`config.mk`:
```
export PLATFORM = sky130hd
export DESIGN_NAME = barrett_for_3923_flat
export DESIGN_NICKNAME = d
export VERILOG_FILES = /design/src/rtl/barrett_for_3923_if.sv /design/src/rtl/barrett_for_3923.sv /design/src/flat_wrapper.sv
export SDC_FILE = /design/constraint.sdc
export NUM_CORES = 1
export LEC_CHECK = 0
export BUFFER_PORTS_ARGS = -buffer_cell sky130_fd_sc_hd__buf_2
export CAP_MARGIN = 20
export CELL_PAD_IN_SITES_DETAIL_PLACEMENT = 1
export CELL_PAD_IN_SITES_GLOBAL_PLACEMENT = 2
export CORE_UTILIZATION = 37
export DETAILED_ROUTE_END_ITERATION = 10
export PLACE_DENSITY = 0.76
export SLEW_MARGIN = 5
export SYNTH_ARGS = -nofsm -noshare
export SYNTH_HDL_FRONTEND = slang
export SYNTH_SLANG_ARGS = --single-unit
```
`constraint.sdc`:
```
create_clock -name clk -period 11.4 [get_ports clk]
set_clock_uncertainty 0.05 [all_clocks]
set_input_delay 1.14 -clock clk [delete_from_list [all_inputs] [get_ports clk]]
set_output_delay 1.14 -clock clk [all_outputs]
set_load 0.02 [all_outputs]
```
`src/rtl/barrett_for_3923_if.sv`:
```
`default_nettype none
// ============================================================================
// Module      : barrett_for_3923_if
// Description : Operand/result bundle for the mod-3923 Barrett reducer.
//               master : operand source (drives in_valid/din_a, sees results)
//               slave  : reducer (sees operands, drives out_valid/dout_r)
//   in_valid  1      din_a holds a valid operand this cycle
//   din_a     IN_W   unsigned operand
//   out_valid 1      dout_r holds a new result this cycle
//   dout_r    OUT_W  residue din_a mod 3923
// Revision    : 1.0 - initial release
// ============================================================================
interface barrett_for_3923_if #(
    parameter int IN_W  = 23,
    parameter int OUT_W = 12
);
    logic             in_valid;
    logic [IN_W-1:0]  din_a;
    logic             out_valid;
    logic [OUT_W-1:0] dout_r;

    modport master (
        output in_valid,
        output din_a,
        input  out_valid,
        input  dout_r
    );

    modport slave (
        input  in_valid,
        input  din_a,
        output out_valid,
        output dout_r
    );
endinterface
`default_nettype wire

```
`src/rtl/barrett_for_3923.sv`:
```
`default_nettype none
// ============================================================================
// Module      : barrett_for_3923
// Description : Three-stage pipelined Barrett reducer computing x mod 3923 for
//               any 23-bit unsigned x. One operand per clock, no back-pressure,
//               latency 3 cycles from sampling edge to out_valid.
// Ports       : clk    - system clock, rising edge
//               rst_n  - synchronous active-low reset
//               bus    - slave modport: in_valid/din_a in, out_valid/dout_r out
// Revision    : 1.0 - initial release
// ============================================================================
module barrett_for_3923 #(
    parameter int Q     = 3923,   // prime modulus; only value supported
    parameter int IN_W  = 23,
    parameter int OUT_W = 12,
    parameter int K     = 24,     // Barrett shift, 2*OUT_W
    parameter int M     = 4276    // floor(2^K / Q)
) (
    input  wire logic           clk,
    input  wire logic           rst_n,
    barrett_for_3923_if.slave   bus
);

    localparam int M_W = 13;              // width of M
    localparam int P_W = IN_W + M_W;      // 36-bit product x*M
    localparam int R_W = OUT_W + 2;       // r < 3Q = 11769 fits in 14 bits

    localparam logic [P_W-1:0]  C_M_P   = P_W'(M);
    localparam logic [IN_W-1:0] C_Q_IN  = IN_W'(Q);
    localparam logic [R_W-1:0]  C_Q_R   = R_W'(Q);
    localparam logic [R_W-1:0]  C_2Q_R  = R_W'(2 * Q);

    // ------------------------------------------------------------------
    // Valid pipeline: one bit per stage, independent of data.
    // ------------------------------------------------------------------
    logic [1:0]       r_v;
    logic             r_out_valid;
    logic [OUT_W-1:0] r_dout;

    // ------------------------------------------------------------------
    // Stage 1: register x and p = x*M.
    // ------------------------------------------------------------------
    logic [P_W-1:0]  w_prod;
    logic [IN_W-1:0] r_x1;
    logic [P_W-1:0]  r_p1;

    assign w_prod = P_W'(bus.din_a) * C_M_P;

    // ------------------------------------------------------------------
    // Stage 2: t = p >> K (estimated quotient), r = x - t*Q.
    // t underestimates floor(x/Q) by at most 2, so x - t*Q is never
    // negative and stays below 3Q; the low R_W bits are therefore exact.
    // ------------------------------------------------------------------
    logic [P_W-K-1:0] w_t;
    logic [IN_W-1:0]  w_tq;
    logic [IN_W-1:0]  w_diff;
    logic [R_W-1:0]   r_r2;

    assign w_t    = r_p1[P_W-1:K];
    assign w_tq   = IN_W'(w_t) * C_Q_IN;
    assign w_diff = r_x1 - w_tq;

    // ------------------------------------------------------------------
    // Stage 3: final correction, at most two subtractions of Q.
    // ------------------------------------------------------------------
    logic [R_W-1:0] w_red;

    always_comb begin
        w_red = r_r2;
        if (r_r2 >= C_2Q_R) begin
            w_red = r_r2 - C_2Q_R;
        end else if (r_r2 >= C_Q_R) begin
            w_red = r_r2 - C_Q_R;
        end
    end

    // Bits that are provably zero or discarded by the shift.
    logic w_unused;
    assign w_unused = ^{r_p1[K-1:0], w_diff[IN_W-1:R_W], w_red[R_W-1:OUT_W]};

    // ------------------------------------------------------------------
    // Pipeline registers
    // ------------------------------------------------------------------
    always_ff @(posedge clk) begin
        if (!rst_n) begin
            r_v         <= '0;
            r_x1        <= '0;
            r_p1        <= '0;
            r_r2        <= '0;
            r_out_valid <= 1'b0;
            r_dout      <= '0;
        end else begin
            r_v[0]      <= bus.in_valid;
            r_v[1]      <= r_v[0];
            r_out_valid <= r_v[1];

            // Data stages run freely; only the valid bits qualify them.
            r_x1 <= bus.din_a;
            r_p1 <= w_prod;
            r_r2 <= w_diff[R_W-1:0];

            // Result register holds its last value across invalid cycles.
            if (r_v[1]) begin
                r_dout <= w_red[OUT_W-1:0];
            end
        end
    end

    assign bus.out_valid = r_out_valid;
    assign bus.dout_r    = r_dout;

endmodule
`default_nettype wire

```
`src/flat_wrapper.sv`:
```
// flat-port wrapper written by rule: the top's interface ports become plain ports
module barrett_for_3923_flat 
#(
    parameter int Q     = 3923,                                         
    parameter int IN_W  = 23,
    parameter int OUT_W = 12,
    parameter int K     = 24,                              
    parameter int M     = 4276                     
)
  (clk, rst_n, bus_in_valid, bus_din_a, bus_out_valid, bus_dout_r);
  barrett_for_3923_if #(.IN_W(IN_W), .OUT_W(OUT_W)) bus_i ();
  input  wire logic clk;
  input  wire logic rst_n;
  input wire logic [$bits(bus_i.in_valid)-1:0] bus_in_valid;
  input wire logic [$bits(bus_i.din_a)-1:0] bus_din_a;
  output wire logic [$bits(bus_i.out_valid)-1:0] bus_out_valid;
  output wire logic [$bits(bus_i.dout_r)-1:0] bus_dout_r;
  assign bus_i.in_valid = bus_in_valid;
  assign bus_i.din_a = bus_din_a;
  assign bus_out_valid = bus_i.out_valid;
  assign bus_dout_r = bus_i.dout_r;
  barrett_for_3923 #(.Q(Q), .IN_W(IN_W), .OUT_W(OUT_W), .K(K), .M(M)) u_core (.clk(clk), .rst_n(rst_n), .bus(bus_i));
endmodule
```
==> flow_metrics.py, run 1 <==
metrics = {
    "run_status": {
        "status": "complete, no violations",
    },
    "setup_path": {
        "worst_setup_path_start_kind": "primary input",
        "critPathRequiredTime_ps": 11560,
        "timing.critical_path.arrival_ps": 5600,
        "crit_path_end_kind": "register",
        "cp_max_fo": 6,
        "critPathKind": "in -> reg",
        "worst_r2r_path_depth": 16,
        "regToRegStartpoint": "u_core.r_p1[24]",
        "crit_path_start": "bus_din_a[8]",
    },
    "cts": {
        "cts_inserted_buffers": 5,
        "h-tree-depth": 2,
        "cts_buffer_depth": 2,
        "cts.sink_count": 55,
        "insertion_delay_ps": 300,
        "post_cts_resize_count": 0,
        "clk_pin_slew_ps": 80,
        "cts_hold_buffers": 0,
        "post-cts-setup-buffers": 0,
        "cts-root-buf": "clkbuf_16",
        "tritoncts": "done",
    },
    "die": {
        "fp.dieArea_um2": 23000,
        "dieHeight_um": 152,
        "initial_utilization_pct": 37.8,
        "core_um2": 21900,
        "design.portCount": 39,
        "die_w_um": 152,
        "placement_rows": 54,
    },
    "synth": {
        "postSynth.topFlopCell": "dfxtp_1",
        "synth.lib_cells_used.distinct": 66,
        "yosys_warning_total": 0,
        "postSynthRegisterBits": 55,
        "synthesis.nets": 1187,
        "share_of_synthesized_area_occupied_by_flip_flops_and_latches_pct": 13.3,
        "post_synth.cell_area_avg_um2": 9.40,
        "synthCells": 880,
        "async_reset_ff_share_pct": 0,
        "netlist_area_pre_place_um2": 8280,
        "synth_enable_flop_cells": 0,
    },
    "finish": {
        "instances_no_fill": 1188,
        "net_total_in_the_final_layout": 1214,
        "most_used_cells_in_the_layout_excluding_fill_and_tap_cells": "192 x ha_1, 190 x inv_1, 89 x fa_1",
        "multi_input_area_um2": 6370,
        "nFillCells": 2583,
        "fraction_of_layout_instances_using_a_drive_strength_above_1_pct": 6.72,
        "most_frequent_standard_cell_in_the_layout_excluding_fill_and_tap_cells": "ha_1",
        "final_core_utilization_pct": 40.6,
        "sequential_cell_area_um2": 1100,
        "num_antenna_cells": 0,
        "flow.area_growth_from_synthesis_pct": 7.53,
    },
    "routing": {
        "wirelength_um": 19100,
        "total_via_count_after_detailed_routing": 6060,
        "number_of_search_and_repair_iterations_in_the_first_detailed_routing_pass": 4,
        "drt-initial-drc-count": 170,
        "drt-wirelength-per-cell_um": 16.1,
        "drc": 0,
        "vias_per_cell": 5.10,
        "ant_nets": 0,
    },
    "grt": {
        "pin_count_of_the_biggest_net_entering_global_routing": 64,
        "first_global_vias": 6501,
        "grt_usage_pct": 18.0,
        "gr-total-overflow": 0,
        "grt_pass1_wl_um": 32300,
        "initial_antenna_violation_count": 1,
    },
    "place": {
        "dp_cells": 1180,
        "routabilityCongestion": 0.808,
        "post_detail_place_hpwl_um": 16400,
        "placement.io_buffers": 38,
        "worst_setup_slack_post_dpl_ps": 5640,
    },
    "sta": {
        "final_count_of_hold_timing_violations": 0,
        "rsz0062_at_grt": "no",
        "final.min_clock_period_ps": 5440,
        "fin_crit_sh_pct": 47.7,
        "setup_total_negative_slack_ps": 0,
        "drv_slew": 0,
        "worst_slack_ps": 5960,
        "setup_violation_total_in_the_final_timing_report": 0,
        "clock.fmax_mhz": 184,
        "worst_case_headroom_to_the_max_slew_limit_pct": 36.1,
        "timing_worst_slew_pin_value_ps": 958,
    },
    "hold_path": {
        "timing.hold.worst.start": "u_core.r_v[0]",
        "hold_depth": 1,
        "hold_path_class": "reg -> reg",
    },
    "flow_run": {
        "max_cap_violations": 0,
    },
}
-- path summary, 6_finish.rpt --
path	end	slack, ps
setup reg to reg	u_core.r_r2[13]	6570
setup / recovery	u_core.r_p1[33]	5960
hold reg to reg	u_core.r_v[1]	400
hold / removal	u_core.r_v[1]	400
-- sequential cells by signal, summed over array words and instances (netlist names) --
| signal | flops |
|---|---|
| u_core.r_r2 | 14 |
| u_core.r_p1 | 14 |
| u_core.r_v | 2 |
| u_core.r_x1 | 12 |
| u_core.bus.dout_r | 12 |
| u_core.bus.out_valid | 1 |
-- area by class of cell --
| cell class | instances | area share (%) |
|---|---|---|
| flip-flops and latches | 55 | 12.4 |
| multi-input cells | 614 | 71.6 |
| well taps | 280 | 3.94 |
| clock inverters | 3 | 0.323 |
| inverters | 191 | 8.06 |
| clock buffers | 5 | 1.41 |
| repair buffers | 40 | 2.31 |
-- per-layer routing --
layer / global-route usage [%] / vias up / part of all wire (%)
met3: 1.08 / 7 / 1.6
li1: - / 3000 / -
met1: 24.5 / 3006 / 50
met4: 2.43 / 0 / 0.60
met2: 31.8 / 47 / 48
met5: 0 / - / 0
-- cell usage after synthesis, types with 4 or more instances --
library cell | count | area, um2
a211oi_1 | 8 | 60.1
a21o_1 | 14 | 105
a21oi_1 | 31 | 155
a221o_1 | 4 | 40.0
a31oi_1 | 6 | 37.5
and2_1 | 22 | 138
clkbuf_1 | 15 | 56.3
dfxtp_1 | 55 | 1100
fa_1 | 89 | 1780
ha_1 | 192 | 2400
inv_1 | 190 | 713
mux2i_1 | 8 | 80.1
nand2_1 | 29 | 109
nand2b_1 | 8 | 50.1
nand3_1 | 18 | 90.1
nand3b_1 | 10 | 75.1
nand4_1 | 11 | 68.8
nor2_1 | 26 | 97.6
nor3_1 | 10 | 50.1
o211ai_1 | 12 | 90.1
o21a_1 | 6 | 45.0
o21ai_0 | 21 | 105
o21bai_1 | 4 | 30.0
or3_1 | 5 | 31.3
xnor2_1 | 22 | 193
xor2_1 | 6 | 52.6
-- cell families after synthesis --
kind of cell / Yosys count / synth area share, %
adder cells (fa/ha/maj): 281 / 50.6
buffers and inverters: 211 / 9.71
AND/OR/NAND/NOR: 152 / 9.74
AO/OA/AOI/OAI: 143 / 12.5
flip-flops: 55 / 13.3
XOR/XNOR: 28 / 2.96
multiplexers: 10 / 1.24
-- through the flow --
stage / area (um2) / hold WS [ps]
after detailed placement: 8740 / 384
after global placement: 8740 / 370
final: 8900 / 396
after floorplan: 8280 / 362
after global routing: 8900 / 405
after CTS: 8900 / 399
-- worst max-delay path: stages --
cell and delay [ps]:
buf_2 180, ha_1 360, ha_1 290, inv_1 50
fa_1 470, inv_1 60, fa_1 550, inv_1 60
fa_1 520, inv_1 40, ha_1 270, and2_1 170
a221o_1 330, a21oi_1 200, o211ai_1 260, a221o_1 440
o221ai_1 200
Power of run 1 is not shown: default switching activity piles up to over one toggle a cycle in this logic, so the estimate is an artifact.
==> run 2: changes to the inputs <==
clock period = 5.2 ns   (was 11.4 ns; I/O delays follow)
==> run 2 against run 1 <==
Cell area is 0.45% higher; sequential cell count stayed put; final cell count up 0.25%; worst setup slack got worse by 5400 ps; core utilization increased by 0.18 points; routed wire length rose by 2.4%; register-to-register slack got worse by 6000 ps; critical path depth is the same; via count shrank 0.79%; non-clock buffer count grew 3; sequential share of layout area down 0.055 points; first-iteration DRC count decreased by 5.3%; critical path type unchanged.
==> flow_metrics.py, run 2 (synthesized netlist as in run 1, its figures left out) <==
metrics = {
    "run_status": {
        "status": "complete, no violations",
    },
    "grt": {
        "first_global_vias": 6348,
        "grt_pass1_wl_um": 32400,
        "gr-total-overflow": 0,
        "grt_usage_pct": 18.2,
        "pin_count_of_the_biggest_net_entering_global_routing": 63,
        "initial_antenna_violation_count": 0,
    },
    "place": {
        "placement.io_buffers": 38,
        "routabilityCongestion": 0.805,
        "post_detail_place_hpwl_um": 16700,
        "place_area_um2": 8770,
    },
    "hold_path": {
        "timing.hold.worst.start": "bus_in_valid",
        "hold_path_class": "in -> reg",
    },
    "routing": {
        "drc": 0,
        "wirelength_um": 19600,
        "vias_per_cell": 5.05,
        "top_layer": "met4",
        "drt-met1-wl_um": 9740,
        "drt-wirelength-per-cell_um": 16.4,
        "total_via_count_after_detailed_routing": 6012,
        "ant_nets": 0,
        "routed-wl-met3_um": 238,
        "drt-initial-drc-count": 161,
        "number_of_search_and_repair_iterations_in_the_first_detailed_routing_pass": 4,
        "met2WireLength_um": 9400,
    },
    "setup_path": {
        "regToRegStartpoint": "u_core.r_p1[25]",
        "crit_path_frequent_cell": "inv_1",
        "worst_path_max_stage_delay_ps": 530,
        "critPathKind": "in -> reg",
        "timing.critical_path.arrival_ps": 4850,
        "worst_setup_path_start_kind": "primary input",
        "critPathRequiredTime_ps": 5370,
        "crit_path_end_kind": "register",
        "cpMaxStageDelayCell": "fa_1",
        "cp_max_fo": 6,
        "timing.critical_path.cells": "buf_2, ha_1, ha_1, inv_1, fa_1, inv_1, fa_1, inv_1, fa_1, inv_1, ha_1, and2_1, a221o_1, a21oi_1, o211ai_1, a221o_1, o221ai_1",
        "crit_path_start": "bus_din_a[8]",
    },
    "finish": {
        "design_area_um2": 8940,
        "nFillCells": 2596,
        "multi_input_area_um2": 6370,
        "most_used_cells_in_the_layout_excluding_fill_and_tap_cells": "192 x ha_1, 190 x inv_1, 89 x fa_1",
        "num_antenna_cells": 0,
        "fraction_of_layout_instances_using_a_drive_strength_above_1_pct": 7.03,
        "flow.area_growth_from_synthesis_pct": 8.01,
        "largestRegisters": "u_core.r_p1: 14 flops, u_core.r_r2: 14 flops",
        "net_total_in_the_final_layout": 1217,
        "most_frequent_standard_cell_in_the_layout_excluding_fill_and_tap_cells": "ha_1",
        "sequential_cell_area_um2": 1100,
    },
    "sta": {
        "drv_slew": 0,
        "fin_crit_sh_pct": 90.0,
        "final_count_of_hold_timing_violations": 0,
        "clock.fmax_mhz": 214,
        "setup_violation_total_in_the_final_timing_report": 0,
        "timing_worst_slew_pin_value_ps": 939,
        "rsz0062_at_grt": "no",
        "final.min_clock_period_ps": 4680,
        "setup_total_negative_slack_ps": 0,
        "worst_case_headroom_to_the_max_slew_limit_pct": 37.3,
    },
    "cts": {
        "cts_hold_buffers": 0,
        "cts.sink_count": 55,
        "cts_buffer_depth": 2,
        "insertion_delay_ps": 300,
        "post_cts_resize_count": 0,
        "tritoncts": "done",
        "post-cts-setup-buffers": 0,
        "cts_inserted_buffers": 5,
        "clk_pin_slew_ps": 80,
        "h-tree-depth": 2,
        "cts-root-buf": "clkbuf_16",
    },
    "die": {
        "design.portCount": 39,
        "dieHeight_um": 152,
        "initial_utilization_pct": 37.8,
        "fp.dieArea_um2": 23000,
        "core_um2": 21900,
        "die_w_um": 152,
        "placement_rows": 54,
    },
    "flow_run": {
        "max_cap_violations": 0,
    },
}
run 2: area by class of cell:
class,instances,area share [%]
repair buffers,43,2.55
flip-flops and latches,55,12.3
well taps,280,3.92
clock buffers,5,1.40
inverters,191,8.02
multi-input cells,614,71.3
clock inverters,3,0.518
run 2: through the flow:
step | util (%) | setup WS [ps] | cells | hold WS [ps]
floorplan | - | 735 | 880 | 362
global placement | 40.0 | 289 | 1183 | 370
detailed placement | 40.0 | 207 | 1183 | 379
CTS | 40.8 | 493 | 1191 | 372
global route | 40.8 | 252 | 1191 | 371
finish | 40.8 | 519 | 1191 | 375
run 2: worst paths after layout:
check / endpoint / slack, ps / cells after the start
hold / removal: u_core.r_v[0] / 380 / 2
setup / recovery: u_core.r_p1[33] / 520 / 17
hold reg to reg: u_core.r_v[1] / 390 / 1
setup reg to reg: u_core.r_r2[13] / 530 / 16
run 2: worst max-delay path: cells and delay by family:
family | cells | cell delay [ps]
AO/OA/AOI/OAI | 5 | 1390
buffers and inverters | 5 | 350
AND/OR/NAND/NOR | 1 | 170
adder cells (fa/ha/maj) | 6 | 2420
run 2: layer usage:
layer,vias to the layer above,GRT usage (%)
li1,3010,-
met1,2942,24.8
met2,49,31.8
met3,11,1.23
met4,0,3.12
met5,-,0
Power of run 2 is left out for the same reason.
